### config.mk
export PLATFORM = sky130hd
export DESIGN_NAME = stopwatch_display_scan
export DESIGN_NICKNAME = d
export VERILOG_FILES = /design/src/rtl/stopwatch_pkg.sv /design/src/rtl/seg_decoder.sv /design/src/rtl/stopwatch_display_scan.sv
export SDC_FILE = /design/constraint.sdc
export NUM_CORES = 1
export LEC_CHECK = 0
export CORE_MARGIN = 4
export CORE_UTILIZATION = 30
export CTS_CLUSTER_DIAMETER = 150
export DETAILED_ROUTE_END_ITERATION = 16
export GPL_ROUTABILITY_DRIVEN = 0
export SLEW_MARGIN = 20
export SYNTH_ARGS = -nofsm -noshare
export SYNTH_HDL_FRONTEND = slang
export SYNTH_HIERARCHICAL = 1
export SYNTH_SLANG_ARGS = --single-unit
### constraint.sdc
create_clock -name CLK -period 3.5 [get_ports CLK]
set_input_delay 0.7 -clock CLK [delete_from_list [all_inputs] [get_ports CLK]]
set_output_delay 0.7 -clock CLK [all_outputs]
set_load 0.01 [all_outputs]
### src/rtl/stopwatch_pkg.sv
// Shared types and seven-segment helpers for the stopwatch display path.
// Segment vectors are {g,f,e,d,c,b,a} and active-low.
package stopwatch_pkg;

   typedef enum logic [1:0] {
      S_LATCH = 2'd0,
      S_BLANK = 2'd1,
      S_DRIVE = 2'd2
   } scan_state_e;

   localparam logic [6:0] SEG_DASH = 7'b0111111;
   localparam logic [6:0] SEG_OFF  = 7'h7F;

   function automatic logic [6:0] bcd_to_seg(input logic [3:0] bcd);
      logic [6:0] seg;
      case (bcd)
         4'd0:    seg = 7'b1000000;
         4'd1:    seg = 7'b1111001;
         4'd2:    seg = 7'b0100100;
         4'd3:    seg = 7'b0110000;
         4'd4:    seg = 7'b0011001;
         4'd5:    seg = 7'b0010010;
         4'd6:    seg = 7'b0000010;
         4'd7:    seg = 7'b1111000;
         4'd8:    seg = 7'b0000000;
         4'd9:    seg = 7'b0010000;
         // codes 10..15 are not valid BCD; show a dash so the fault is visible
         default: seg = SEG_DASH;
      endcase
      return seg;
   endfunction

endpackage

### src/rtl/seg_decoder.sv
// Combinational BCD to active-low seven-segment decoder.
module seg_decoder
   import stopwatch_pkg::*;
(
   input  logic [3:0] i_bcd,
   output logic [6:0] o_seg
);

   assign o_seg = bcd_to_seg(i_bcd);

endmodule

### src/rtl/stopwatch_display_scan.sv
// Time-multiplexed common-anode display scanner with per-frame shadow capture.
// Optional leading-zero blanking is enabled with `define STOPWATCH_LZ_BLANK_EN.
module stopwatch_display_scan
   import stopwatch_pkg::*;
#(
   parameter int NUM_DIGITS = 4,
   parameter int SCAN_DIV   = 50000,
   parameter int BLANK_CYC  = 500
) (
   input  logic                    CLK,
   input  logic                    RST,
   input  logic [4*NUM_DIGITS-1:0] digits_bcd,
   input  logic [NUM_DIGITS-1:0]   dp_mask,
   output logic [6:0]              seg,
   output logic                    dp,
   output logic [NUM_DIGITS-1:0]   an,
   output logic                    frame_start
);

   localparam int MAX_CYC = (SCAN_DIV > BLANK_CYC) ? SCAN_DIV : BLANK_CYC;
   localparam int CNT_W   = (MAX_CYC > 1) ? $clog2(MAX_CYC) : 1;
   localparam int IDX_W   = (NUM_DIGITS > 1) ? $clog2(NUM_DIGITS) : 1;

   localparam logic [CNT_W-1:0] BLANK_LAST = CNT_W'(BLANK_CYC - 1);
   localparam logic [CNT_W-1:0] SCAN_LAST  = CNT_W'(SCAN_DIV - 1);
   localparam logic [IDX_W-1:0] IDX_LAST   = IDX_W'(NUM_DIGITS - 1);

   scan_state_e                 r_state;
   logic [IDX_W-1:0]            r_idx;
   logic [CNT_W-1:0]            r_cnt;
   logic [4*NUM_DIGITS-1:0]     r_shadow_bcd;
   logic [NUM_DIGITS-1:0]       r_shadow_dp;
   logic [6:0]                  r_seg;
   logic                        r_dp;
   logic [NUM_DIGITS-1:0]       r_an;
   logic                        r_frame_start;

   scan_state_e                 w_state_nxt;
   logic [IDX_W-1:0]            w_idx_nxt;
   logic [CNT_W-1:0]            w_cnt_nxt;
   logic [3:0]                  w_digit_arr [NUM_DIGITS];
   logic [NUM_DIGITS-1:0]       w_lz_blank;
   logic [6:0]                  w_seg_dec;
   logic [6:0]                  w_seg_nxt;
   logic                        w_dp_nxt;
   logic [NUM_DIGITS-1:0]       w_an_nxt;

   for (genvar g = 0; g < NUM_DIGITS; g++) begin : g_digit
      assign w_digit_arr[g] = r_shadow_bcd[4*g +: 4];
   end

   always_comb begin
      w_state_nxt = r_state;
      w_idx_nxt   = r_idx;
      w_cnt_nxt   = r_cnt;
      case (r_state)
         S_LATCH: begin
            w_state_nxt = S_BLANK;
            w_idx_nxt   = '0;
            w_cnt_nxt   = '0;
         end
         S_BLANK: begin
            if (r_cnt == BLANK_LAST) begin
               w_state_nxt = S_DRIVE;
               w_cnt_nxt   = '0;
            end else begin
               w_cnt_nxt = r_cnt + CNT_W'(1);
            end
         end
         S_DRIVE: begin
            if (r_cnt == SCAN_LAST) begin
               w_cnt_nxt = '0;
               if (r_idx == IDX_LAST) begin
                  w_state_nxt = S_LATCH;
               end else begin
                  w_idx_nxt   = r_idx + IDX_W'(1);
                  w_state_nxt = S_BLANK;
               end
            end else begin
               w_cnt_nxt = r_cnt + CNT_W'(1);
            end
         end
         default: begin
            w_state_nxt = S_LATCH;
            w_idx_nxt   = '0;
            w_cnt_nxt   = '0;
         end
      endcase
   end

`ifdef STOPWATCH_LZ_BLANK_EN
   // A digit is blanked while it and every digit above it read zero.
   always_comb begin
      logic v_zero;
      v_zero     = 1'b1;
      w_lz_blank = '0;
      for (int k = NUM_DIGITS - 1; k >= 1; k--) begin
         v_zero        = v_zero & (w_digit_arr[k] == 4'd0);
         w_lz_blank[k] = v_zero;
      end
   end
`else
   assign w_lz_blank = '0;
`endif

   seg_decoder u_seg_decoder (
      .i_bcd (w_digit_arr[w_idx_nxt]),
      .o_seg (w_seg_dec)
   );

   // Outputs are computed for the state being entered so they register in step with it.
   always_comb begin
      w_seg_nxt = SEG_OFF;
      w_dp_nxt  = 1'b1;
      w_an_nxt  = '1;
      if (w_state_nxt == S_DRIVE) begin
         w_dp_nxt = ~r_shadow_dp[w_idx_nxt];
         if (!w_lz_blank[w_idx_nxt]) begin
            w_an_nxt[w_idx_nxt] = 1'b0;
            w_seg_nxt           = w_seg_dec;
         end
      end
   end

   always_ff @(posedge CLK or posedge RST) begin
      if (RST) begin
         r_state       <= S_LATCH;
         r_idx         <= '0;
         r_cnt         <= '0;
         r_shadow_bcd  <= '0;
         r_shadow_dp   <= '0;
         r_seg         <= SEG_OFF;
         r_dp          <= 1'b1;
         r_an          <= '1;
         r_frame_start <= 1'b0;
      end else begin
         r_state       <= w_state_nxt;
         r_idx         <= w_idx_nxt;
         r_cnt         <= w_cnt_nxt;
         r_seg         <= w_seg_nxt;
         r_dp          <= w_dp_nxt;
         r_an          <= w_an_nxt;
         r_frame_start <= (r_state == S_LATCH);
         if (r_state == S_LATCH) begin
            r_shadow_bcd <= digits_bcd;
            r_shadow_dp  <= dp_mask;
         end
      end
   end

   assign seg         = r_seg;
   assign dp          = r_dp;
   assign an          = r_an;
   assign frame_start = r_frame_start;

endmodule

==> results.toml <==
[status]
outcome = "completed"

[worst_setup_path]
cp-end-kind = "register"
path_cells = "or4_4, or4_4, mux2i_1, or3_1, o21ai_1, inv_1, ha_1, or2b_1, a31oi_1, nand3b_1"
crit_top_cell = "or4_4"
crit_start = "r_cnt[10]"
crit_end = "seg[4]"
path_max_fanout = 5
crit_type = "register to register"
cp.depth = 10
rrSetupSlack_ns = 0.24
start_kind = "register"
timing.rr.end = "seg[4]"
cp_top_family = "simple AND/OR/NAND/NOR gates"
slowest_delay_ns = 0.59
cp_num_buf_inv = 1
cp.required_ns = 3.74
crit_slowest_cell = "or4_4"
r2r_cells = 10
timing.rr.start = "r_cnt[10]"
cp.arrival_ns = 3.50

[global_routing]
grt_max_degree = 28
grt_usage_pct = 11.2
grt_pass1_vias = 2073
antenna_found_initial = 0
grt_pass1_wl_um = 9910
grt-ovfl-total = 0

[clock_tree]
hold_buffers = 0
postCtsSetupBuffers = 0
cts_tree = "built"
root_buffer = "clkbuf_8"
cts-htree-levels = 2
cts.path.max_buffers = 2
post_cts_resized = 0
insertion_delay_ns = 0.31
clk_pin_slew_ns = 0.10
numCtsBuffers = 5
cts_sinks = 53

[synthesis]
synth_cell_types = 57
synth.cell_area_sq_um = 2750
synthTopCellsByArea = "dfrtp_1 37%, dfstp_2 11%, mux2_2 6.6%, ha_1 4.6%, nor2_1 4.1%"
synth_cells = 254
syn_area_per_cell_sq_um = 10.8
seq_area_frac_synth_pct = 48.8
synth-seq-cells = 53
synth_top_area_share_pct = 37.3
synth_edf_count = 0
synth_nets = 286
ys_warn_count = 6
ys_async_sr_fraction_pct = 100
synthFlopType = "dfrtp_1"
yosysTopAreaCell = "dfrtp_1"

[power_and_ir_drop]
pwr-share-clk_pct = 33.0
seqPwrFrac_pct = 59.5
internal_power_mw = 0.831
combPwrFrac_pct = 7.4
power.leakage_nw = 1.42
p_per_area_nw_per_um2 = 317
swShare_pct = 21.6
peakVddDrop_mv = 0.159
switchingPower_mw = 0.229

[floorplan]
io_pins = 35
die_w_um = 104
dieArea_sq_um = 10800
initial_core_util_pct = 31.2
core-area_sq_um = 8810
num_rows = 34
die_y_um = 104

[sta]
layout_worst_path_cycle_share_pct = 93.3
rsz0062_at_grt = "false"
final_hold_viol_count = 0
slew_violations = 0
max_clock_freq_mhz = 306
fin_crit_ns = 3.26
setup_violations = 0
finClkSkew_ns = 0.0155
final.setup.tns_ns = 0
holdWs_ns = 0.496
tightest_slew_ns = 1.05
max-slew-margin-rel_pct = 30.1

[detailed_routing]
drt-pass1-iter-count = 4
postRouteAntennaNets = 0
drt-initial-drc-count = 84
wl_per_cell_um = 14.5
vias_per_cell = 4.90
num_vias = 1983
wirelength_um = 5870
drc = 0

[finish]
fillCellCount = 874
final_layout_size_suffix_gt1_share_pct = 19.9
n_antenna_cell = 0
nets = 328
area_growth_syn_to_layout_pct = 21.7

[run]
maxCapViolCount = 0

[placed_design]
placement.io_buffers = 34
dpl.hpwl_um = 4490

[min_path]
min_path_type = "register to register"
hold_start = "r_cnt[0]"
area by class of cell:
class                   instances  area (sq um)  area share [%]
multi-input cells             174          1280            38.4
flip-flops and latches         53          1340            40.1
inverters                      15          56.3            1.68
clock buffers                   8          90.1            2.69
repair buffers                 47           438            13.1
well taps                     108           135            4.04
placed cells by master, fill, tap and decap left out, types with 7 or more instances in the layout:
master,n
nand3_1,8
nand2_1,13
nand3b_1,8
o21ai_0,9
dfrtp_1,41
mux2_2,16
dfstp_2,12
ha_1,10
buf_4,13
nor2_1,30
inv_1,14
xnor2_1,7
xor2_1,7
clkdlybuf4s50_1,34
sequential cells by signal, indices dropped and copies added (netlist names):
register / cells
frame_start: 1
r_cnt: 16
r_idx: 2
an: 4
r_shadow_bcd: 16
r_shadow_dp: 4
r_state: 2
seg: 7
dp: 1
cells by family after synthesis:
group           synth area share (%)
mux                             7.65
fa+ha+maj                       4.92
xor+xnor                        4.46
compound gates                  9.92
buf+inv                         4.46
flops                           48.8
simple gates                    19.8
power by group through the flow:
stage / Combinational [mW] / Clock, mW / Sequential [mW]
after floorplan: 0.0443 / 0 / 0.639
after global placement: 0.0793 / 0 / 0.642
after detailed placement: 0.0806 / 0 / 0.643
after CTS: 0.0808 / 0.369 / 0.631
after global routing: 0.0891 / 0.394 / 0.632
final: 0.0790 / 0.350 / 0.631
per-layer routing:
layer  global-route usage [%]  vias up  wire (um)
met5                        0        -          0
met4                     3.80        0         78
met3                     2.67        7        264
met2                     19.3       45       2880
met1                     13.7      965       2650
li1                         -      966          -
synthesized netlist by cell type, types with 2 or more instances:
master / instances
nand3_1: 8
a21o_1: 2
xnor2_1: 7
dfstp_2: 12
nand2b_1: 4
mux2_2: 16
dfrtp_1: 41
a222oi_1: 4
nand4_1: 4
and2_1: 2
clkbuf_1: 6
mux2i_1: 3
buf_2: 2
a21oi_1: 4
a31oi_1: 3
nand2_1: 13
nor3_1: 2
buf_6: 2
xor2_1: 7
nor4bb_1: 2
inv_1: 15
ha_1: 10
nand3b_1: 8
nor2_1: 30
a22oi_1: 3
or4_4: 2
o21ai_0: 12
stage by stage:
stage	setup WS (ns)	utilization [%]	instances	power, mW	instance area, sq um
finish	0.236	38.0	405	1.06	3350
floorplan	0.0179	-	254	0.684	2750
global route	0.0630	38.0	405	1.12	3350
detailed placement	0.193	37.0	397	0.723	3260
CTS	0.154	38.0	405	1.08	3350
global placement	0.229	37.0	397	0.722	3260
how the worst min path moves through the flow:
stage	to	slack [ns]	cells past startpoint
global route	r_cnt[0]	0.53	1
detailed placement	r_cnt[0]	0.49	1
finish	r_cnt[0]	0.50	1
CTS	r_cnt[0]	0.50	1
global placement	r_cnt[0]	0.49	1
floorplan	r_cnt[0]	0.45	1
No activity file was read; power rests on OpenSTA's default activity.
